[config.mk]
export PLATFORM = sky130hd
export DESIGN_NAME = uart_rx_fifo_flat
export DESIGN_NICKNAME = d
export VERILOG_FILES = /design/src/rtl/uart_rx_fifo_if.sv /design/src/rtl/uart_rx_fifo.sv /design/src/flat_wrapper.sv
export SDC_FILE = /design/constraint.sdc
export NUM_CORES = 1
export LEC_CHECK = 0
export ABC_AREA = 1
export CAP_MARGIN = 20
export CORE_UTILIZATION = 50
export DETAILED_ROUTE_END_ITERATION = 10
export GPL_TIMING_DRIVEN = 0
export PLACE_DENSITY = 0.69
export SYNTH_ARGS = -nofsm -noshare
export SYNTH_HDL_FRONTEND = slang
export SYNTH_SLANG_ARGS = --single-unit
[constraint.sdc]
create_clock -name clk -period 4.3 [get_ports clk]
set_clock_uncertainty 0.1 [all_clocks]
set_input_delay 0.645 -clock clk [delete_from_list [all_inputs] [get_ports clk]]
set_output_delay 0.645 -clock clk [all_outputs]
set_load 0.03 [all_outputs]
[src/rtl/uart_rx_fifo_if.sv]
// ---------------------------------------------------------------------------
// uart_rx_fifo_if
//
// Bundles the UART receiver side and the host read side of uart_rx_fifo.
//
//   rx_data / rx_parity_error / rx_stop_error   frame payload from the receiver
//   rx_valid                                    frame-complete level (async)
//   rd_en                                       host pop request
//   overrun_clr                                 host clear of the sticky overrun
//   rd_data / rd_parity_err / rd_stop_err       head entry (first-word-fall-through)
//   empty / full / count                        occupancy status
//   overrun                                     sticky lost-frame flag
//   err_drop_cnt                                saturating count of discarded frames
//
// master: the receiver/host side driving the FIFO.  slave: the FIFO itself.
// ---------------------------------------------------------------------------
interface uart_rx_fifo_if #(
    parameter int unsigned ADDR_W = 4
);
    logic [7:0]      rx_data;
    logic            rx_valid;
    logic            rx_parity_error;
    logic            rx_stop_error;
    logic            rd_en;
    logic            overrun_clr;
    logic [7:0]      rd_data;
    logic            rd_parity_err;
    logic            rd_stop_err;
    logic            empty;
    logic            full;
    logic [ADDR_W:0] count;
    logic            overrun;
    logic [7:0]      err_drop_cnt;

    modport master (
        output rx_data,
        output rx_valid,
        output rx_parity_error,
        output rx_stop_error,
        output rd_en,
        output overrun_clr,
        input  rd_data,
        input  rd_parity_err,
        input  rd_stop_err,
        input  empty,
        input  full,
        input  count,
        input  overrun,
        input  err_drop_cnt
    );

    modport slave (
        input  rx_data,
        input  rx_valid,
        input  rx_parity_error,
        input  rx_stop_error,
        input  rd_en,
        input  overrun_clr,
        output rd_data,
        output rd_parity_err,
        output rd_stop_err,
        output empty,
        output full,
        output count,
        output overrun,
        output err_drop_cnt
    );
endinterface

[src/rtl/uart_rx_fifo.sv]
// ---------------------------------------------------------------------------
// uart_rx_fifo
//
// Receive buffer downstream of a UART receiver. Each completed frame (8 data
// bits plus parity/stop error flags) is captured into a DEPTH-entry FIFO on
// the system clock. rx_valid is asynchronous to clk, so it is synchronized
// and rising-edge detected; the frame payload is sampled from the live rx_*
// inputs in the capture cycle (the receiver holds it stable long enough).
// The host drains the FIFO through a first-word-fall-through read port.
//
// Ports:
//   clk    system clock, all state on the rising edge
//   reset  asynchronous, active-high reset
//   bus    uart_rx_fifo_if.slave (receiver inputs, host read port, status)
//
// Parameters:
//   DEPTH         number of entries, power of two, 2..256
//   ADDR_W        log2(DEPTH)
//   DROP_ERRORED  1: frames with a parity or stop error are discarded and
//                 counted in err_drop_cnt instead of being stored
// ---------------------------------------------------------------------------
module uart_rx_fifo #(
    parameter int unsigned DEPTH        = 16,
    parameter int unsigned ADDR_W       = 4,
    parameter bit          DROP_ERRORED = 1'b0
) (
    input logic           clk,
    input logic           reset,
    uart_rx_fifo_if.slave bus
);

    localparam logic [ADDR_W:0] DepthCnt = (ADDR_W + 1)'(DEPTH);

    // Synchronizer chain plus history flop
    logic s1_q, s2_q, s3_q;
    logic cap;

    // Write side
    logic       frame_err;
    logic       wr;
    logic       drop;
    logic [9:0] wr_entry;

    // FIFO state
    logic [9:0]        mem_q [DEPTH];
    logic [ADDR_W-1:0] wp_q, wp_d;
    logic [ADDR_W-1:0] rp_q, rp_d;
    logic [ADDR_W:0]   count_q, count_d;
    logic              overrun_q, overrun_d;
    logic [7:0]        err_drop_cnt_q, err_drop_cnt_d;

    logic empty;
    logic full;
    logic pop;
    logic push;
    logic overrun_set;
    logic [9:0] head;

    // -----------------------------------------------------------------------
    // rx_valid synchronizer. All flops preset to 1 so a rx_valid that is
    // already high when reset releases is not mistaken for a new frame.
    // -----------------------------------------------------------------------
    always_ff @(posedge clk or posedge reset) begin
        if (reset) begin
            s1_q <= 1'b1;
            s2_q <= 1'b1;
            s3_q <= 1'b1;
        end else begin
            s1_q <= bus.rx_valid;
            s2_q <= s1_q;
            s3_q <= s2_q;
        end
    end

    assign cap = s2_q & ~s3_q;

    // -----------------------------------------------------------------------
    // Write qualification and occupancy decode
    // -----------------------------------------------------------------------
    always_comb begin
        frame_err = bus.rx_parity_error | bus.rx_stop_error;
        wr_entry  = {bus.rx_stop_error, bus.rx_parity_error, bus.rx_data};
        drop      = cap & DROP_ERRORED & frame_err;
        wr        = cap & ~(DROP_ERRORED & frame_err);

        empty       = (count_q == '0);
        full        = (count_q == DepthCnt);
        pop         = bus.rd_en & ~empty;
        // A pop in the same cycle frees the slot, so a full FIFO still accepts.
        push        = wr & (~full | pop);
        overrun_set = wr & full & ~pop;
    end

    // -----------------------------------------------------------------------
    // Next-state logic
    // -----------------------------------------------------------------------
    always_comb begin
        wp_d           = wp_q;
        rp_d           = rp_q;
        count_d        = count_q;
        overrun_d      = overrun_q;
        err_drop_cnt_d = err_drop_cnt_q;

        if (push) begin
            wp_d = wp_q + ADDR_W'(1);
        end
        if (pop) begin
            rp_d = rp_q + ADDR_W'(1);
        end

        case ({push, pop})
            2'b10:   count_d = count_q + (ADDR_W + 1)'(1);
            2'b01:   count_d = count_q - (ADDR_W + 1)'(1);
            default: count_d = count_q;
        endcase

        // Set has priority over clear so a simultaneous loss is never hidden.
        if (overrun_set) begin
            overrun_d = 1'b1;
        end else if (bus.overrun_clr) begin
            overrun_d = 1'b0;
        end

        if (drop && (err_drop_cnt_q != 8'hFF)) begin
            err_drop_cnt_d = err_drop_cnt_q + 8'd1;
        end
    end

    // -----------------------------------------------------------------------
    // Control state
    // -----------------------------------------------------------------------
    always_ff @(posedge clk or posedge reset) begin
        if (reset) begin
            wp_q           <= '0;
            rp_q           <= '0;
            count_q        <= '0;
            overrun_q      <= 1'b0;
            err_drop_cnt_q <= 8'd0;
        end else begin
            wp_q           <= wp_d;
            rp_q           <= rp_d;
            count_q        <= count_d;
            overrun_q      <= overrun_d;
            err_drop_cnt_q <= err_drop_cnt_d;
        end
    end

    // Storage is intentionally not reset; only the pointers define validity.
    always_ff @(posedge clk) begin
        if (push) begin
            mem_q[wp_q] <= wr_entry;
        end
    end

    // -----------------------------------------------------------------------
    // Outputs: head entry falls through combinationally from storage; status
    // is decoded from registered state only, so rd_en never reaches an output.
    // -----------------------------------------------------------------------
    assign head = mem_q[rp_q];

    assign bus.rd_data       = head[7:0];
    assign bus.rd_parity_err = head[8];
    assign bus.rd_stop_err   = head[9];
    assign bus.empty         = empty;
    assign bus.full          = full;
    assign bus.count         = count_q;
    assign bus.overrun       = overrun_q;
    assign bus.err_drop_cnt  = err_drop_cnt_q;

endmodule

[src/flat_wrapper.sv]
// flat-port wrapper written by rule: the top's interface ports become plain ports
module uart_rx_fifo_flat 
#(
    parameter int unsigned DEPTH        = 16,
    parameter int unsigned ADDR_W       = 4,
    parameter bit          DROP_ERRORED = 1'b0
)
  (clk, reset, bus_rx_data, bus_rx_valid, bus_rx_parity_error, bus_rx_stop_error, bus_rd_en, bus_overrun_clr, bus_rd_data, bus_rd_parity_err, bus_rd_stop_err, bus_empty, bus_full, bus_count, bus_overrun, bus_err_drop_cnt);
  uart_rx_fifo_if #(.ADDR_W(ADDR_W)) bus_i ();
  input logic clk;
  input logic reset;
  input wire logic [$bits(bus_i.rx_data)-1:0] bus_rx_data;
  input wire logic [$bits(bus_i.rx_valid)-1:0] bus_rx_valid;
  input wire logic [$bits(bus_i.rx_parity_error)-1:0] bus_rx_parity_error;
  input wire logic [$bits(bus_i.rx_stop_error)-1:0] bus_rx_stop_error;
  input wire logic [$bits(bus_i.rd_en)-1:0] bus_rd_en;
  input wire logic [$bits(bus_i.overrun_clr)-1:0] bus_overrun_clr;
  output wire logic [$bits(bus_i.rd_data)-1:0] bus_rd_data;
  output wire logic [$bits(bus_i.rd_parity_err)-1:0] bus_rd_parity_err;
  output wire logic [$bits(bus_i.rd_stop_err)-1:0] bus_rd_stop_err;
  output wire logic [$bits(bus_i.empty)-1:0] bus_empty;
  output wire logic [$bits(bus_i.full)-1:0] bus_full;
  output wire logic [$bits(bus_i.count)-1:0] bus_count;
  output wire logic [$bits(bus_i.overrun)-1:0] bus_overrun;
  output wire logic [$bits(bus_i.err_drop_cnt)-1:0] bus_err_drop_cnt;
  assign bus_i.rx_data = bus_rx_data;
  assign bus_i.rx_valid = bus_rx_valid;
  assign bus_i.rx_parity_error = bus_rx_parity_error;
  assign bus_i.rx_stop_error = bus_rx_stop_error;
  assign bus_i.rd_en = bus_rd_en;
  assign bus_i.overrun_clr = bus_overrun_clr;
  assign bus_rd_data = bus_i.rd_data;
  assign bus_rd_parity_err = bus_i.rd_parity_err;
  assign bus_rd_stop_err = bus_i.rd_stop_err;
  assign bus_empty = bus_i.empty;
  assign bus_full = bus_i.full;
  assign bus_count = bus_i.count;
  assign bus_overrun = bus_i.overrun;
  assign bus_err_drop_cnt = bus_i.err_drop_cnt;
  uart_rx_fifo #(.DEPTH(DEPTH), .ADDR_W(ADDR_W), .DROP_ERRORED(DROP_ERRORED)) u_core (.clk(clk), .reset(reset), .bus(bus_i));
endmodule
==> flow_summary.yaml, run 1 <==
worst_setup_path:
  critPathArrivalTime_ns: 2.75
  rrSetupSlack_ns: 1.74
  worstSetupPathType: "register to primary output"
  worstPathCellList: "buf_4 -> clkbuf_1 -> o21ai_0 -> o211ai_1 -> nand3_1 -> nand2_1 -> clkdlybuf4s50_1"
  start_kind: "register"
  crit_start: "u_core.rp_q[1]"
  cp-end-kind: "primary output"
  reg2reg_to: "u_core.mem_q[9][2]"
  worstReg2RegStart: "u_core.s2_q"
  cpMaxStageDelayCell: "clkdlybuf4s50_1"
  ff2ff_path_depth: 6
  worstPathMaxFanout: 10
  slowest_delay_ns: 0.67
  required_ns: 3.56
sta:
  finalMaxSlewViolations: 0
  grt_setup_unrepaired: "no"
  fmax_ghz: 0.286
  setup_viol: 0
  fin_crit_ns: 3.50
  relSlewSlack_pct: 32.5
  tightestPinTransition_ns: 1.01
  hold_slack_ns: 0.256
  post-route-period-util_pct: 81.3
  fin_ws_ns: 0.803
  final_hold_viol_count: 0
  fin_setup_tns_ns: 0
global_routing:
  antenna_found_initial: 0
  grt.overflow.total: 0
  grt_pass1_wl_mm: 26.9
  grt_pass1_vias: 4642
  grt.total_usage_pct: 25.3
  grt_max_degree: 18
layout:
  drive_gt1_share_pct: 11.0
  final_util_pct: 59.1
  num_antenna_cells: 0
  area_growth_pct: 15.6
  n_fill_cell: 1139
  stdcell_count: 845
  nets: 672
yosys:
  synth-simple-area-share_pct: 11.3
  synth.distinct_cells: 33
  synth_compound_area_share_pct: 10.6
  async_reset_ff_share_pct: 9.60
  syn_inst: 590
  ys_ff_latch: 177
  netlist_area_sq_um: 7400
  ys_seq_area_share_pct: 70.7
  synth_ff_type: "edfxtp_1"
  muxShareOfSynthArea_pct: 0
  synth_xor_area_share_pct: 1.17
  synth_top_family_by_area: "simple AND/OR/NAND/NOR gates"
  synth_edf_count: 160
  synthAdderAreaFrac_pct: 1.62
  yosysWarnings: 0
  avgSynthCellArea_sq_um: 12.5
clock_network:
  clkTransAtPathRegs_ns: 0.06
  post_cts_buffers: 0
  cts_buffers: 17
  cts-root-buf: "clkbuf_16"
  post_cts_resized: 0
  htreeDepth: 4
  hold_buffers: 0
  clock_path_buffers: 2
  insertion_delay_ns: 0.43
  cts.sinks: 177
  tritoncts: "yes"
routing:
  drt-pass1-iter-count: 5
  vias: 4814
  totalWireLength_mm: 17.6
  drc: 0
  drtIter0Drc: 665
  wl_per_cell_um: 20.9
  drt-vias-per-instance: 5.70
  final_antenna_net_count: 0
place:
  hpwl_mm: 11.9
  dp_slack_ns: 1.30
  numPortBuffers: 32
  gp_congestion: 0.899
  place_inst: 813
status:
  status: "completed"
die:
  die_area_sq_um: 15300
  die_w_um: 124
  start_util_pct: 51.1
  core_sq_um: 14500
  rows: 44
  die_h_um: 124
  io_pins: 41
hold_path:
  holdCritStartpoint: "u_core.s1_q"
  worstHoldPathCells: 0
  min_to: "u_core.s2_q"
  hp-class: "register to register"
power_and_ir_drop:
  p_leak_uw: 0.00300
  p_per_area_nw_per_um2: 701
  ir_worst_vdd_uv: 723
flow_run:
  max_cap_viol_count: 0
## cell usage in the layout (no fill, tap or decap)
| cell type | instances |
|---|---|
| edfxtp_1 | 160 |
| nor2_1 | 121 |
| o21ai_0 | 77 |
| o211ai_1 | 40 |
| clkdlybuf4s50_1 | 32 |
| nand3_1 | 28 |
| inv_1 | 27 |
| nand2_1 | 27 |
| clkbuf_16 | 17 |
| a21oi_1 | 14 |
| dfrtp_1 | 14 |
| buf_2 | 12 |
| clkbuf_1 | 12 |
| buf_4 | 11 |
| ha_1 | 8 |
| conb_1 | 8 |
| xor2_1 | 6 |
| o21ai_1 | 6 |
| nand2_2 | 4 |
| clkinv_1 | 4 |
| clkinv_2 | 4 |
| buf_6 | 3 |
| clkinvlp_4 | 3 |
| bufinv_16 | 3 |
| dfstp_2 | 3 |
| nor2_2 | 2 |
| nand3_2 | 2 |
| xnor2_1 | 2 |
| clkbuf_2 | 2 |
| nand3_4 | 1 |
| nand2_4 | 1 |
| nor2_4 | 1 |
| nor2_8 | 1 |
| inv_4 | 1 |
| buf_1 | 1 |
| nand2_8 | 1 |
| xor2_2 | 1 |
| fa_1 | 1 |
## state kept, by name, summed over array words and instances (netlist names)
name / count
u_core.bus.count: 5
u_core.bus.overrun: 1
u_core.mem_q: 160
u_core.rp_q: 4
u_core.s1_q: 1
u_core.s2_q: 1
u_core.s3_q: 1
u_core.wp_q: 4
## where the power goes
| group | switching, uW | internal, uW | total (uW) | leakage, uW |
|---|---|---|---|---|
| clock | 623 | 901 | 1520 | 0.000275 |
| sequential | 91.0 | 2020 | 2110 | 0.00164 |
| combinational | 1590 | 773 | 2360 | 0.00109 |
## per-stage QoR
stage          area, sq um  power [uW]
6_report              8560        6000
5_1_grt               8560        6270
4_1_cts               8560        5970
3_5_place_dp          7980        4460
3_3_place_gp          7980        4390
2_1_floorplan         7430        3610
## logic make-up after synthesis
logic type               Yosys count
AO/OA/AOI/OAI                    137
XOR/XNOR                           9
buffers and inverters             68
flip-flops                       177
AND/OR/NAND/NOR                  189
adder cells (fa/ha/maj)            9
other                              1
## layout make-up
type                            instances  area, sq um  area share [%]
Sequential cell                       177         5230            61.2
Buffer                                 39          228            2.66
Multi-Input combinational cell        352         1860            21.7
Tap cell                              184          230            2.69
Timing Repair Buffer                   32          320            3.74
Clock inverter                         13          144            1.68
Clock buffer                           19          433            5.06
Inverter                               29          111            1.30
## per-layer routing
metal / vias up / routed length, um / GRT usage (%)
li1: 2211 / - / -
met1: 2315 / 7450 / 35.1
met2: 249 / 8130 / 37.7
met3: 39 / 1470 / 6.14
met4: 0 / 571 / 11.4
met5: - / 0 / 0
## how the worst max path moves through the flow
stage,endpoint,slack (ns),depth (start not counted)
2_1_floorplan,u_core.bus.count[4],2.00,13
3_3_place_gp,bus_rd_parity_err,1.34,8
3_5_place_dp,u_core.mem_q[9][3],1.30,5
4_1_cts,bus_rd_data[3],0.83,7
5_1_grt,bus_rd_data[7],0.66,10
6_report,bus_rd_data[3],0.80,7
## cell usage after synthesis, drive strengths merged (7+ instances only)
| library cell | n | area share (%) |
|---|---|---|
| inv | 28 | 1.5 |
| o211ai | 40 | 4.1 |
| nand3 | 31 | 2.4 |
| buf | 27 | 2.4 |
| clkbuf | 12 | 0.64 |
| o21ai | 83 | 5.6 |
| dfrtp | 14 | 4.7 |
| nand2 | 33 | 2.1 |
| xor2 | 7 | 0.93 |
| nor2 | 125 | 6.7 |
| edfxtp | 160 | 65 |
| ha | 8 | 1.4 |
| a21oi | 14 | 0.95 |
## critical path, delay by kind of cell, from the launching register on
family / cells / cell delay (ns)
compound gates: 2 / 0.53
simple gates: 2 / 0.26
flops: 1 / 0.36
buf+inv: 3 / 1.16
(Power assumes the default switching activity.)
==> run 2: changes to the inputs <==
Clock period 4.3 ns to 3.3 ns, I/O delays scaled along.
==> run 2 against run 1 <==
  * Global-route usage is the same
  * Critical path type unchanged
  * Sequential share of layout area shrank 0.16 points
  * Non-clock buffer count is the same
  * Final cell count is the same
==> flow_summary.yaml, run 2 (synthesized netlist as in run 1, its figures left out) <==
routing:
  drc: 0
  final_antenna_net_count: 0
  wl_per_cell_um: 20.7
  totalWireLength_mm: 17.5
  drt-vias-per-instance: 5.70
  drtIter0Drc: 634
  drt-pass1-iter-count: 6
  vias: 4816
sta:
  tightestPinTransition_ns: 1.02
  final_hold_viol_count: 0
  grt_setup_unrepaired: "no"
  post-route-period-util_pct: 92.8
  fin_setup_tns_ns: 0
  finalMaxSlewViolations: 0
  setup_viol: 0
  relSlewSlack_pct: 31.5
  fmax_ghz: 0.327
  fin_crit_ns: 3.06
  hold_slack_ns: 0.255
layout:
  largest-register: "u_core.mem_q"
  regArea_sq_um: 5230
  layout_common_cells: "160 x edfxtp_1, 121 x nor2_1, 77 x o21ai_0"
  mostFrequentLayoutCell: "edfxtp_1"
  post-route-cell-area_sq_um: 8580
  n_fill_cell: 1137
  num_antenna_cells: 0
  area_growth_pct: 15.9
  largest_reg_flops: 160
  drive_gt1_share_pct: 11.6
  multi_input_area_sq_um: 1860
  nets: 672
worst_setup_path:
  path_buf_inv: 3
  worstSetupPathType: "register to primary output"
  worstPathCellList: "buf_6 -> buf_2 -> o21ai_0 -> o211ai_1 -> nand3_1 -> nand2_1 -> dlygate4sd2_1"
  cp-end-kind: "primary output"
  worstPathMaxFanout: 10
  cpMaxStageDelayCell: "o21ai_0"
  required_ns: 2.70
  slowest_delay_ns: 0.46
  critPathArrivalTime_ns: 2.47
  start_kind: "register"
  crit_family: "buffers and inverters"
place:
  place_area_sq_um: 7980
  gp_congestion: 0.899
  numPortBuffers: 32
  hpwl_mm: 11.9
global_routing:
  grt_pass1_vias: 4642
  antenna_found_initial: 0
  grt_max_degree: 18
  grt_pass1_wl_mm: 26.9
  grt.total_usage_pct: 25.3
  grt.overflow.total: 0
clock_network:
  hold_buffers: 0
  cts.sinks: 177
  clock_path_buffers: 2
  insertion_delay_ns: 0.44
  cts_buffers: 17
  tritoncts: "yes"
  post_cts_buffers: 0
  clkTransAtPathRegs_ns: 0.06
  htreeDepth: 4
  cts-root-buf: "clkbuf_16"
die:
  io_pins: 41
  rows: 44
  die_area_sq_um: 15300
  die_h_um: 124
  die_w_um: 124
  start_util_pct: 51.1
  core_sq_um: 14500
flow_run:
  max_cap_viol_count: 0
status:
  status: "completed"
power_and_ir_drop:
  p_per_area_nw_per_um2: 906
  p_leak_uw: 0.00309
  ir_worst_vdd_uv: 689
hold_path:
  hp-class: "register to register"
-- run 2: cell count changes in the layout (fill, tap and decap cells not counted) --
cell             before  now
clkbuf_1             12    8
clkbuf_2              2    6
clkdlybuf4s50_1      32   22
dlygate4sd2_1         0    2
dlymetal6s2s_1        0    8
-- run 2: through the flow --
step	setup WS, ns	total power [uW]	instances	utilization, %
3_5_place_dp	0.447	5810	813	55.1
5_1_grt	0.100	8130	845	59.2
6_report	0.238	7770	845	59.2
2_1_floorplan	0.999	4700	597	-
4_1_cts	0.0234	7770	845	59.1
3_3_place_gp	0.492	5730	813	55.1
-- run 2: worst paths after layout --
check	from	cells past startpoint	endpoint	slack (ns)
setup / recovery	u_core.rp_q[0]	7	bus_rd_data[7]	0.24
hold / removal	u_core.s1_q	0	u_core.s2_q	0.26
setup reg to reg	u_core.s2_q	6	u_core.mem_q[9][3]	0.73
hold reg to reg	u_core.s1_q	0	u_core.s2_q	0.26
max in group asynchronous	reset	2	u_core.wp_q[1]	2.30
min in group asynchronous	reset	2	u_core.wp_q[2]	0.36
-- run 2: where the power goes --
group          leakage [uW]  switching [uW]  internal, uW
combinational       0.00118            2060           978
clock              0.000275             814          1170
sequential          0.00164             118          2630
-- run 2: layout make-up --
| cell class | instances | share of cell area [%] |
|---|---|---|
| clock buffer | 19 | 5.05 |
| clock inverter | 13 | 1.68 |
| sequential | 177 | 61.0 |
| buffer | 39 | 2.71 |
| inverter | 29 | 1.30 |
| timing repair buffer | 32 | 3.94 |
| multi-input combinational | 352 | 21.6 |
| tap | 184 | 2.68 |
-- run 2: layer usage --
metal | track usage [%] | vias up | routed length (um) | share of wire, %
met5 | 0 | - | 0 | 0
met4 | 11.4 | 0 | 571 | 3.3
met3 | 6.14 | 38 | 1690 | 9.6
met2 | 37.7 | 269 | 8050 | 46
met1 | 35.1 | 2300 | 7210 | 41
li1 | - | 2209 | - | -
-- run 2: timing repair --
item                       CTS  global route
setup endpoints to repair    5             8
hold endpoints to repair     0             0
resized for setup            4            12
-- run 2: worst reg2reg max path, stage by stage, from the launching register on --
cell and delay, ns:
dfstp_2 0.53, inv_1 0.05, nor2_2 0.17, inv_1 0.15, nor2_8 0.24, nand2_2 0.15
nor2_1 0.80
